### config.mk
export PLATFORM = sky130hd
export DESIGN_NAME = io_sample_capture_flat
export DESIGN_NICKNAME = d
export VERILOG_FILES = /design/src/rtl/io_sample_capture_if.sv /design/src/rtl/io_sample_capture.sv /design/src/flat_wrapper.sv
export SDC_FILE = /design/constraint.sdc
export NUM_CORES = 1
export LEC_CHECK = 0
export ABC_AREA = 1
export ABC_CLOCK_PERIOD_IN_PS = 7690
export BUFFER_PORTS_ARGS = -buffer_cell sky130_fd_sc_hd__buf_2
export CAP_MARGIN = 0
export CORE_MARGIN = 5
export CORE_UTILIZATION = 55
export CTS_CLUSTER_DIAMETER = 30
export DETAILED_ROUTE_END_ITERATION = 8
export GPL_TIMING_DRIVEN = 0
export PLACE_DENSITY = 0.73
export SYNTH_ARGS = -nofsm -noshare
export SYNTH_HDL_FRONTEND = slang
export SYNTH_SLANG_ARGS = --single-unit
export TNS_END_PERCENT = 50
### constraint.sdc
create_clock -name clk_48 -period 7.69 [get_ports clk_48]
set_input_delay 1.538 -clock clk_48 [delete_from_list [all_inputs] [get_ports clk_48]]
set_output_delay 1.538 -clock clk_48 [all_outputs]
set_load 0.03 [all_outputs]
### src/rtl/io_sample_capture_if.sv
// io_sample_capture_if
//   IO bus between the soft CPU (master) and an IO slave such as the sample
//   capture peripheral (slave).
//   io_addr_strobe   address strobe, qualifier only
//   io_read_strobe   one-cycle read request
//   io_write_strobe  one-cycle write request
//   io_addr          byte address
//   io_write_data    write data
//   io_read_data     read data, non-zero only while io_ready=1
//   io_ready         one-cycle completion pulse from the addressed slave
interface io_sample_capture_if;
  logic        io_addr_strobe;
  logic        io_read_strobe;
  logic        io_write_strobe;
  logic [31:0] io_addr;
  logic [31:0] io_write_data;
  logic [31:0] io_read_data;
  logic        io_ready;

  modport master (
    output io_addr_strobe, io_read_strobe, io_write_strobe, io_addr, io_write_data,
    input  io_read_data, io_ready
  );

  modport slave (
    input  io_addr_strobe, io_read_strobe, io_write_strobe, io_addr, io_write_data,
    output io_read_data, io_ready
  );
endinterface

### src/rtl/io_sample_capture.sv
// io_sample_capture
//   Logic-analyzer capture peripheral on the soft CPU IO bus. The 16 probe
//   lines are synchronised, sampled every DIV+1 clocks while running and
//   pushed into a FIFO that the CPU drains through the DATA register.
//
//   Optional build macro IO_SAMPLE_CAPTURE_TRIGGER_EN adds the TRIG register
//   at offset 0x10 (32-byte window) and the ARMED state that waits for a
//   masked pattern match before capture starts.
//
// Ports
//   clk_48     48 MHz system clock
//   rst        asynchronous active-high reset
//   bus        IO bus slave port (strobes, address, data, io_ready)
//   sample_in  asynchronous probe lines
//
// Registers (offset from ADDR_BASE)
//   0x0 CTRL   bit0 enable, bit1 clear (self-clearing)
//   0x4 DIV    bits15:0
//   0x8 STATUS count, bit16 overflow, bit17 empty, bit18 full, bits21:20 state
//   0xC DATA   bit31 valid, bits15:0 oldest sample (read pops)
module io_sample_capture #(
  parameter logic [31:0] ADDR_BASE       = 32'hC000_0000,
  parameter int          FIFO_DEPTH_LOG2 = 5
) (
  input  logic               clk_48,
  input  logic               rst,
  io_sample_capture_if.slave bus,
  input  logic [15:0]        sample_in
);
  localparam int DEPTH = 2 ** FIFO_DEPTH_LOG2;
  localparam int CW    = FIFO_DEPTH_LOG2 + 1;
`ifdef IO_SAMPLE_CAPTURE_TRIGGER_EN
  localparam int WIN_LSB = 5;
`else
  localparam int WIN_LSB = 4;
`endif
  localparam logic [WIN_LSB-1:0] OFS_CTRL   = WIN_LSB'(4'h0);
  localparam logic [WIN_LSB-1:0] OFS_DIV    = WIN_LSB'(4'h4);
  localparam logic [WIN_LSB-1:0] OFS_STATUS = WIN_LSB'(4'h8);
  localparam logic [WIN_LSB-1:0] OFS_DATA   = WIN_LSB'(4'hC);

  typedef enum logic [1:0] {
    ST_IDLE  = 2'b00,
    ST_ARMED = 2'b01,
    ST_RUN   = 2'b10
  } state_t;

  logic                       hit, rd_hit, wr_hit;
  logic [WIN_LSB-1:0]         ofs;
  logic                       wr_ctrl, wr_div, clear;
  logic [15:0]                sync_p0, sync_p1;
  state_t                     state_q, state_d;
  logic                       enter_run;
  logic                       enable_q;
  logic [15:0]                div_q, div_cnt;
  logic                       sample_stb;
  logic [15:0]                mem [DEPTH];
  logic [FIFO_DEPTH_LOG2-1:0] wr_ptr, rd_ptr;
  logic [CW-1:0]              count;
  logic                       empty, full, overflow_q;
  logic                       pop, push;
  logic [31:0]                rdata_d, rdata_p1;
  logic                       ack_p1;
  logic                       unused_bits;

  assign hit    = bus.io_addr[31:WIN_LSB] == ADDR_BASE[31:WIN_LSB];
  assign ofs    = bus.io_addr[WIN_LSB-1:0];
  assign rd_hit = bus.io_read_strobe & hit;
  assign wr_hit = bus.io_write_strobe & hit;

  assign wr_ctrl = wr_hit && (ofs == OFS_CTRL);
  assign wr_div  = wr_hit && (ofs == OFS_DIV);
  assign clear   = wr_ctrl & bus.io_write_data[1];

  assign empty = (count == '0);
  assign full  = (count == CW'(DEPTH));

  // Pop happens on the strobe cycle; the read mux returns the pre-pop head.
  assign pop        = rd_hit && (ofs == OFS_DATA) && !empty;
  // A sample strobe in the clear cycle is discarded.
  assign sample_stb = (state_q == ST_RUN) && (div_cnt == 16'd0) && !clear;
  // When full, a simultaneous pop frees the slot so the push still succeeds.
  assign push       = sample_stb && (!full || pop);

`ifdef IO_SAMPLE_CAPTURE_TRIGGER_EN
  localparam logic [WIN_LSB-1:0] OFS_TRIG = WIN_LSB'(5'h10);
  logic [31:0] trig_q;
  logic        wr_trig, trig_match;

  assign wr_trig    = wr_hit && (ofs == OFS_TRIG);
  assign trig_match = ((sync_p1 ^ trig_q[31:16]) & trig_q[15:0]) == 16'h0;
  assign unused_bits = bus.io_addr_strobe;

  always_ff @(posedge clk_48 or posedge rst) begin
    if (rst) begin
      trig_q <= '0;
    end else if (wr_trig) begin
      trig_q <= bus.io_write_data;
    end
  end
`else
  assign unused_bits = ^{bus.io_addr_strobe, bus.io_write_data[31:16]};
`endif

  // Probe synchroniser: capture stage p0, sample stage p1
  always_ff @(posedge clk_48 or posedge rst) begin
    if (rst) begin
      sync_p0 <= '0;
      sync_p1 <= '0;
    end else begin
      sync_p0 <= sample_in;
      sync_p1 <= sync_p0;
    end
  end

  // Capture FSM
  always_ff @(posedge clk_48 or posedge rst) begin
    if (rst) begin
      state_q <= ST_IDLE;
    end else begin
      state_q <= state_d;
    end
  end

  always_comb begin
    state_d = state_q;
`ifdef IO_SAMPLE_CAPTURE_TRIGGER_EN
    if (state_q == ST_ARMED && trig_match) begin
      state_d = ST_RUN;
    end
`endif
    // A CTRL write overrides the trigger: disable always wins.
    if (wr_ctrl) begin
      if (!bus.io_write_data[0]) begin
        state_d = ST_IDLE;
      end else if (state_q == ST_IDLE) begin
`ifdef IO_SAMPLE_CAPTURE_TRIGGER_EN
        state_d = ST_ARMED;
`else
        state_d = ST_RUN;
`endif
      end
    end
  end

  assign enter_run = (state_d == ST_RUN) && (state_q != ST_RUN);

  // Control registers and sample-rate divider
  always_ff @(posedge clk_48 or posedge rst) begin
    if (rst) begin
      enable_q <= 1'b0;
      div_q    <= '0;
      div_cnt  <= '0;
    end else begin
      if (wr_ctrl) begin
        enable_q <= bus.io_write_data[0];
      end
      if (wr_div) begin
        div_q <= bus.io_write_data[15:0];
      end
      // The counter always reloads from the pre-write DIV, so a DIV write
      // while running only changes the period from the next reload on.
      if (clear || enter_run) begin
        div_cnt <= div_q;
      end else if (state_q == ST_RUN) begin
        div_cnt <= (div_cnt == 16'd0) ? div_q : div_cnt - 16'd1;
      end
    end
  end

  // Sample FIFO
  always_ff @(posedge clk_48) begin
    if (push) begin
      mem[wr_ptr] <= sync_p1;
    end
  end

  always_ff @(posedge clk_48 or posedge rst) begin
    if (rst) begin
      wr_ptr     <= '0;
      rd_ptr     <= '0;
      count      <= '0;
      overflow_q <= 1'b0;
    end else if (clear) begin
      wr_ptr     <= '0;
      rd_ptr     <= '0;
      count      <= '0;
      overflow_q <= 1'b0;
    end else begin
      if (push) begin
        wr_ptr <= wr_ptr + 1'b1;
      end
      if (pop) begin
        rd_ptr <= rd_ptr + 1'b1;
      end
      if (push && !pop) begin
        count <= count + 1'b1;
      end else if (pop && !push) begin
        count <= count - 1'b1;
      end
      if (sample_stb && !push) begin
        overflow_q <= 1'b1;
      end
    end
  end

  // Read mux, evaluated on the strobe cycle
  always_comb begin
    rdata_d = '0;
    if (rd_hit) begin
      case (ofs)
        OFS_CTRL:   rdata_d[0] = enable_q;
        OFS_DIV:    rdata_d[15:0] = div_q;
        OFS_STATUS: begin
          rdata_d[CW-1:0] = count;
          rdata_d[16]     = overflow_q;
          rdata_d[17]     = empty;
          rdata_d[18]     = full;
          rdata_d[21:20]  = state_q;
        end
        OFS_DATA: begin
          if (!empty) begin
            rdata_d = {16'h8000, mem[rd_ptr]};
          end
        end
`ifdef IO_SAMPLE_CAPTURE_TRIGGER_EN
        OFS_TRIG:   rdata_d = trig_q;
`endif
        default: ;
      endcase
    end
  end

  // Bus response stage p1: acknowledge one cycle after the strobe
  always_ff @(posedge clk_48 or posedge rst) begin
    if (rst) begin
      ack_p1   <= 1'b0;
      rdata_p1 <= '0;
    end else begin
      ack_p1   <= rd_hit | wr_hit;
      rdata_p1 <= rdata_d;
    end
  end

  assign bus.io_ready     = ack_p1;
  assign bus.io_read_data = rdata_p1;
endmodule

### src/flat_wrapper.sv
// flat-port wrapper written by rule: the top's interface ports become plain ports
module io_sample_capture_flat 
#(
  parameter logic [31:0] ADDR_BASE       = 32'hC000_0000,
  parameter int          FIFO_DEPTH_LOG2 = 5
)
  (clk_48, rst, sample_in, bus_io_addr_strobe, bus_io_read_strobe, bus_io_write_strobe, bus_io_addr, bus_io_write_data, bus_io_read_data, bus_io_ready);
  io_sample_capture_if bus_i ();
  input  logic clk_48;
  input  logic rst;
  input  logic [15:0] sample_in;
  input wire logic [$bits(bus_i.io_addr_strobe)-1:0] bus_io_addr_strobe;
  input wire logic [$bits(bus_i.io_read_strobe)-1:0] bus_io_read_strobe;
  input wire logic [$bits(bus_i.io_write_strobe)-1:0] bus_io_write_strobe;
  input wire logic [$bits(bus_i.io_addr)-1:0] bus_io_addr;
  input wire logic [$bits(bus_i.io_write_data)-1:0] bus_io_write_data;
  output wire logic [$bits(bus_i.io_read_data)-1:0] bus_io_read_data;
  output wire logic [$bits(bus_i.io_ready)-1:0] bus_io_ready;
  assign bus_i.io_addr_strobe = bus_io_addr_strobe;
  assign bus_i.io_read_strobe = bus_io_read_strobe;
  assign bus_i.io_write_strobe = bus_io_write_strobe;
  assign bus_i.io_addr = bus_io_addr;
  assign bus_i.io_write_data = bus_io_write_data;
  assign bus_io_read_data = bus_i.io_read_data;
  assign bus_io_ready = bus_i.io_ready;
  io_sample_capture #(.ADDR_BASE(ADDR_BASE), .FIFO_DEPTH_LOG2(FIFO_DEPTH_LOG2)) u_core (.clk_48(clk_48), .rst(rst), .bus(bus_i), .sample_in(sample_in));
endmodule
==> out/metrics.yaml <==
status: "completed"
io_buffers: 90
fmax_ghz: 0.250
netlist_area_um2: 25500
rsz0062_at_grt: "false"
cp_cell_sequence: "buf_2 > nor2_1 > inv_2 > nor3_2 > nand2_1 > inv_2 > nand3_4 > nand2_4 > nand2_4 > nor2_8 > ha_1 > inv_1 > ha_1 > nand3_1 > nand3_1 > nand2_1 > nand2_1 > a21oi_1 > xor2_1 > o22ai_1"
crit_path_end_kind: "flop"
wl_per_cell_um: 24.6
nets: 2445
vias: 18700
hold_path.class: "flop to flop"
detail_route.vias_per_cell: 6.14
die-area_um2: 50700
grt_pass1_wl_um: 112000
max_stage_delay_ns: 0.36
slew_violations: 0
drt-total-wl_um: 74900
pwr-share-clk_pct: 55.6
synth-seq-area-share_pct: 70.9
ioPinCount: 118
cp_slowest_cell: "ha_1"
routabilityCongestion: 0.935
hold_violations: 0
path_class: "input pin to flop"
worstPathArrival_ns: 4.51
period_share_pct: 51.9
p_leak_nw: 11.4
drive_gt1_share_pct: 18.5
start_kind: "input pin"
highest_layer: "met4"
tightest_slew_ns: 1.28
die_y_um: 225
ctsResizeCount: 0
synthArstFlopShare_pct: 17.3
grt_usage_pct: 29.3
clk_latency_ns: 0.66
wl_met2_um: 34700
p_int_mw: 6.65
switchingPower_mw: 1.79
dr.first_iter.drc_count: 2733
netSwitchingFraction_pct: 21.2
p_comb_share_pct: 0.7
p_per_area_nw_per_um2: 273
grt_pass1_vias: 18300
htreeDepth: 3
ant_nets: 0
setup_violations: 0
clockBufferDepth: 3
maxSlewHeadroom_pct: 14.4
fillers: 3085
yosys_register_bits: 619
r2r_cells: 18
p_seq_share_pct: 43.8
power.total_mw: 8.45
area_growth_pct: 21.5
overflow: 0
maxCapViolCount: 0
ir_drop_mv: 0.206
cts_setup_buffers: 0
min_period_ns: 3.99
synth_cells: 2106
grt_max_degree: 70
synth_area_per_cell_um2: 12.1
wl_met3_um: 9600
tns_ns: 0
clock_tree.root_cell: "clkbuf_16"
cts_buffers: 107
critPathMaxFanout: 8
die_x_um: 225
dp_hpwl_um: 49600
clock_skew_ns: 0.0379
synth_enable_flop_cells: 512
routedLengthMet1_um: 27200
rows: 78
dr.pass1.iters: 7
antenna_found_initial: 1
synth_flop_cell: "edfxtp_1"
clk_pin_slew_worst_paths_ns: 0.05
crit_path_frequent_cell: "nand2_1"
cts_num_sinks: 619
core_um2: 45600
cts_tree: "yes"
start_util_pct: 55.9
cts_hold_repair.buffers: 0
ys_warn_count: 0
hold_depth: 0
yosys.cell_types.count: 45
cp.required_ns: 8.21
drt_drc_violations_left: 0
rrSetupSlack_ns: 4.22
[worst max-delay path, delay by kind of cell]
kind                       cells  cell delay (ns)
AOI/OAI and AO/OA              2             0.25
xor gates and xnor gates       1             0.17
adders and majority gates      2             0.63
buffers and inverters          4             0.52
and+or+nand+nor               11             1.38
[worst paths after layout]
kind / start / end
min in group asynchronous: rst / u_core.bus.io_read_data[10]
worst max register to register: u_core.div_cnt[0] / u_core.count[5]
worst min register to register: u_core.sync_p0[6] / u_core.sync_p1[6]
worst max-delay path: bus_io_addr[1] / u_core.count[5]
worst min-delay path: u_core.sync_p0[6] / u_core.sync_p1[6]
max in group asynchronous: rst / u_core.count[3]
[per-layer routing]
metal | up-vias | track usage [%]
met2 | 1387 | 45.0
met4 | 0 | 13.5
met3 | 208 | 7.32
met5 | - | 0
li1 | 8063 | -
met1 | 9031 | 39.9
[logic make-up (layout without fill, tap and decap cells)]
kind of cell    count (synthesis)  in the layout  synth area share [%]
mux                            14             14                 0.619
buf+inv                       234            560                  4.09
simple gates                  748            748                  13.0
fa+ha+maj                      13             13                 0.668
flops                         619            619                  70.9
other cells                     1             11                0.0147
xor+xnor                       17             17                 0.585
compound gates                460            460                  10.2
[Yosys cell counts, types with 14 or more instances]
cell type,n,area [um2]
a21oi_1,38,190
buf_2,15,75.1
buf_4,25,188
clkbuf_1,76,285
dfrtp_1,107,2680
edfxtp_1,512,15400
inv_1,93,349
mux2_2,14,158
nand2_1,229,860
nand3_1,77,385
nand4_1,39,244
nor2_1,350,1310
o211ai_1,46,345
o21ai_0,271,1360
o221ai_1,19,166
o22ai_1,81,507
xor2_1,15,131
[cells in the final DEF, fill, tap and decap left out, drive strengths merged, types with 2 or more instances in the layout]
cell type	synthesis	layout
edfxtp	512	512
nor2	359	359
o21ai	276	276
nand2	237	237
clkbuf	76	197
buf	52	175
inv	105	123
dfrtp	107	107
nand3	86	86
o22ai	81	81
o211ai	46	46
clkinv	1	42
nand4	41	41
a21oi	38	38
o221ai	19	19
xor2	15	15
mux2	14	14
clkinvlp	0	13
ha	12	12
nor3	12	12
conb	1	10
bufinv	0	10
nor4	4	4
or2	4	4
xnor2	2	2
and2	2	2
nor3b	2	2
[flip-flops by register name, indices dropped and copies added, names as in the netlist, 2 cells and up]
register and count:
u_core.wr_ptr 5, u_core.count 6, u_core.mem 512, u_core.sync_p1 16
u_core.bus.io_read_data 22, u_core.rd_ptr 5, u_core.div_cnt 16, u_core.div_q 16
u_core.sync_p0 16, u_core.state_q 2
[power by group through the flow]
stage	Clock (mW)	Sequential [mW]	Combinational (mW)
floorplan	0	3.73	0.0283
global placement	0	3.76	0.0530
detailed placement	0	3.76	0.0562
CTS	4.69	3.70	0.0565
global route	4.88	3.70	0.0623
finish	4.69	3.70	0.0554
[final cells by class]
type                    instances  area (um2)  area share (%)
clock inverters                82         825            2.66
multi-input cells            1262        6490            21.0
plain buffers                 128         643            2.08
clock buffers                 121        2800            9.05
repair buffers                123         976            3.15
diodes                          1        2.50         0.00809
flip-flops and latches        619       18100            58.3
inverters                     106         400            1.29
well taps                     600         751            2.43
[per-stage QoR]
step | util (%) | setup slack [ns] | hold slack (ns) | area [um2] | instances
floorplan | - | 3.33 | 0.331 | 25500 | 2115
global placement | 58.6 | 1.88 | 0.333 | 26700 | 2805
CTS | 67.9 | 3.73 | 0.347 | 30900 | 3041
finish | 67.9 | 3.70 | 0.344 | 30900 | 3042
global route | 67.9 | 3.42 | 0.353 | 30900 | 3041
detailed placement | 59.9 | 3.09 | 0.336 | 27300 | 2838
Note: power is estimated with default switching activity, not from simulation.
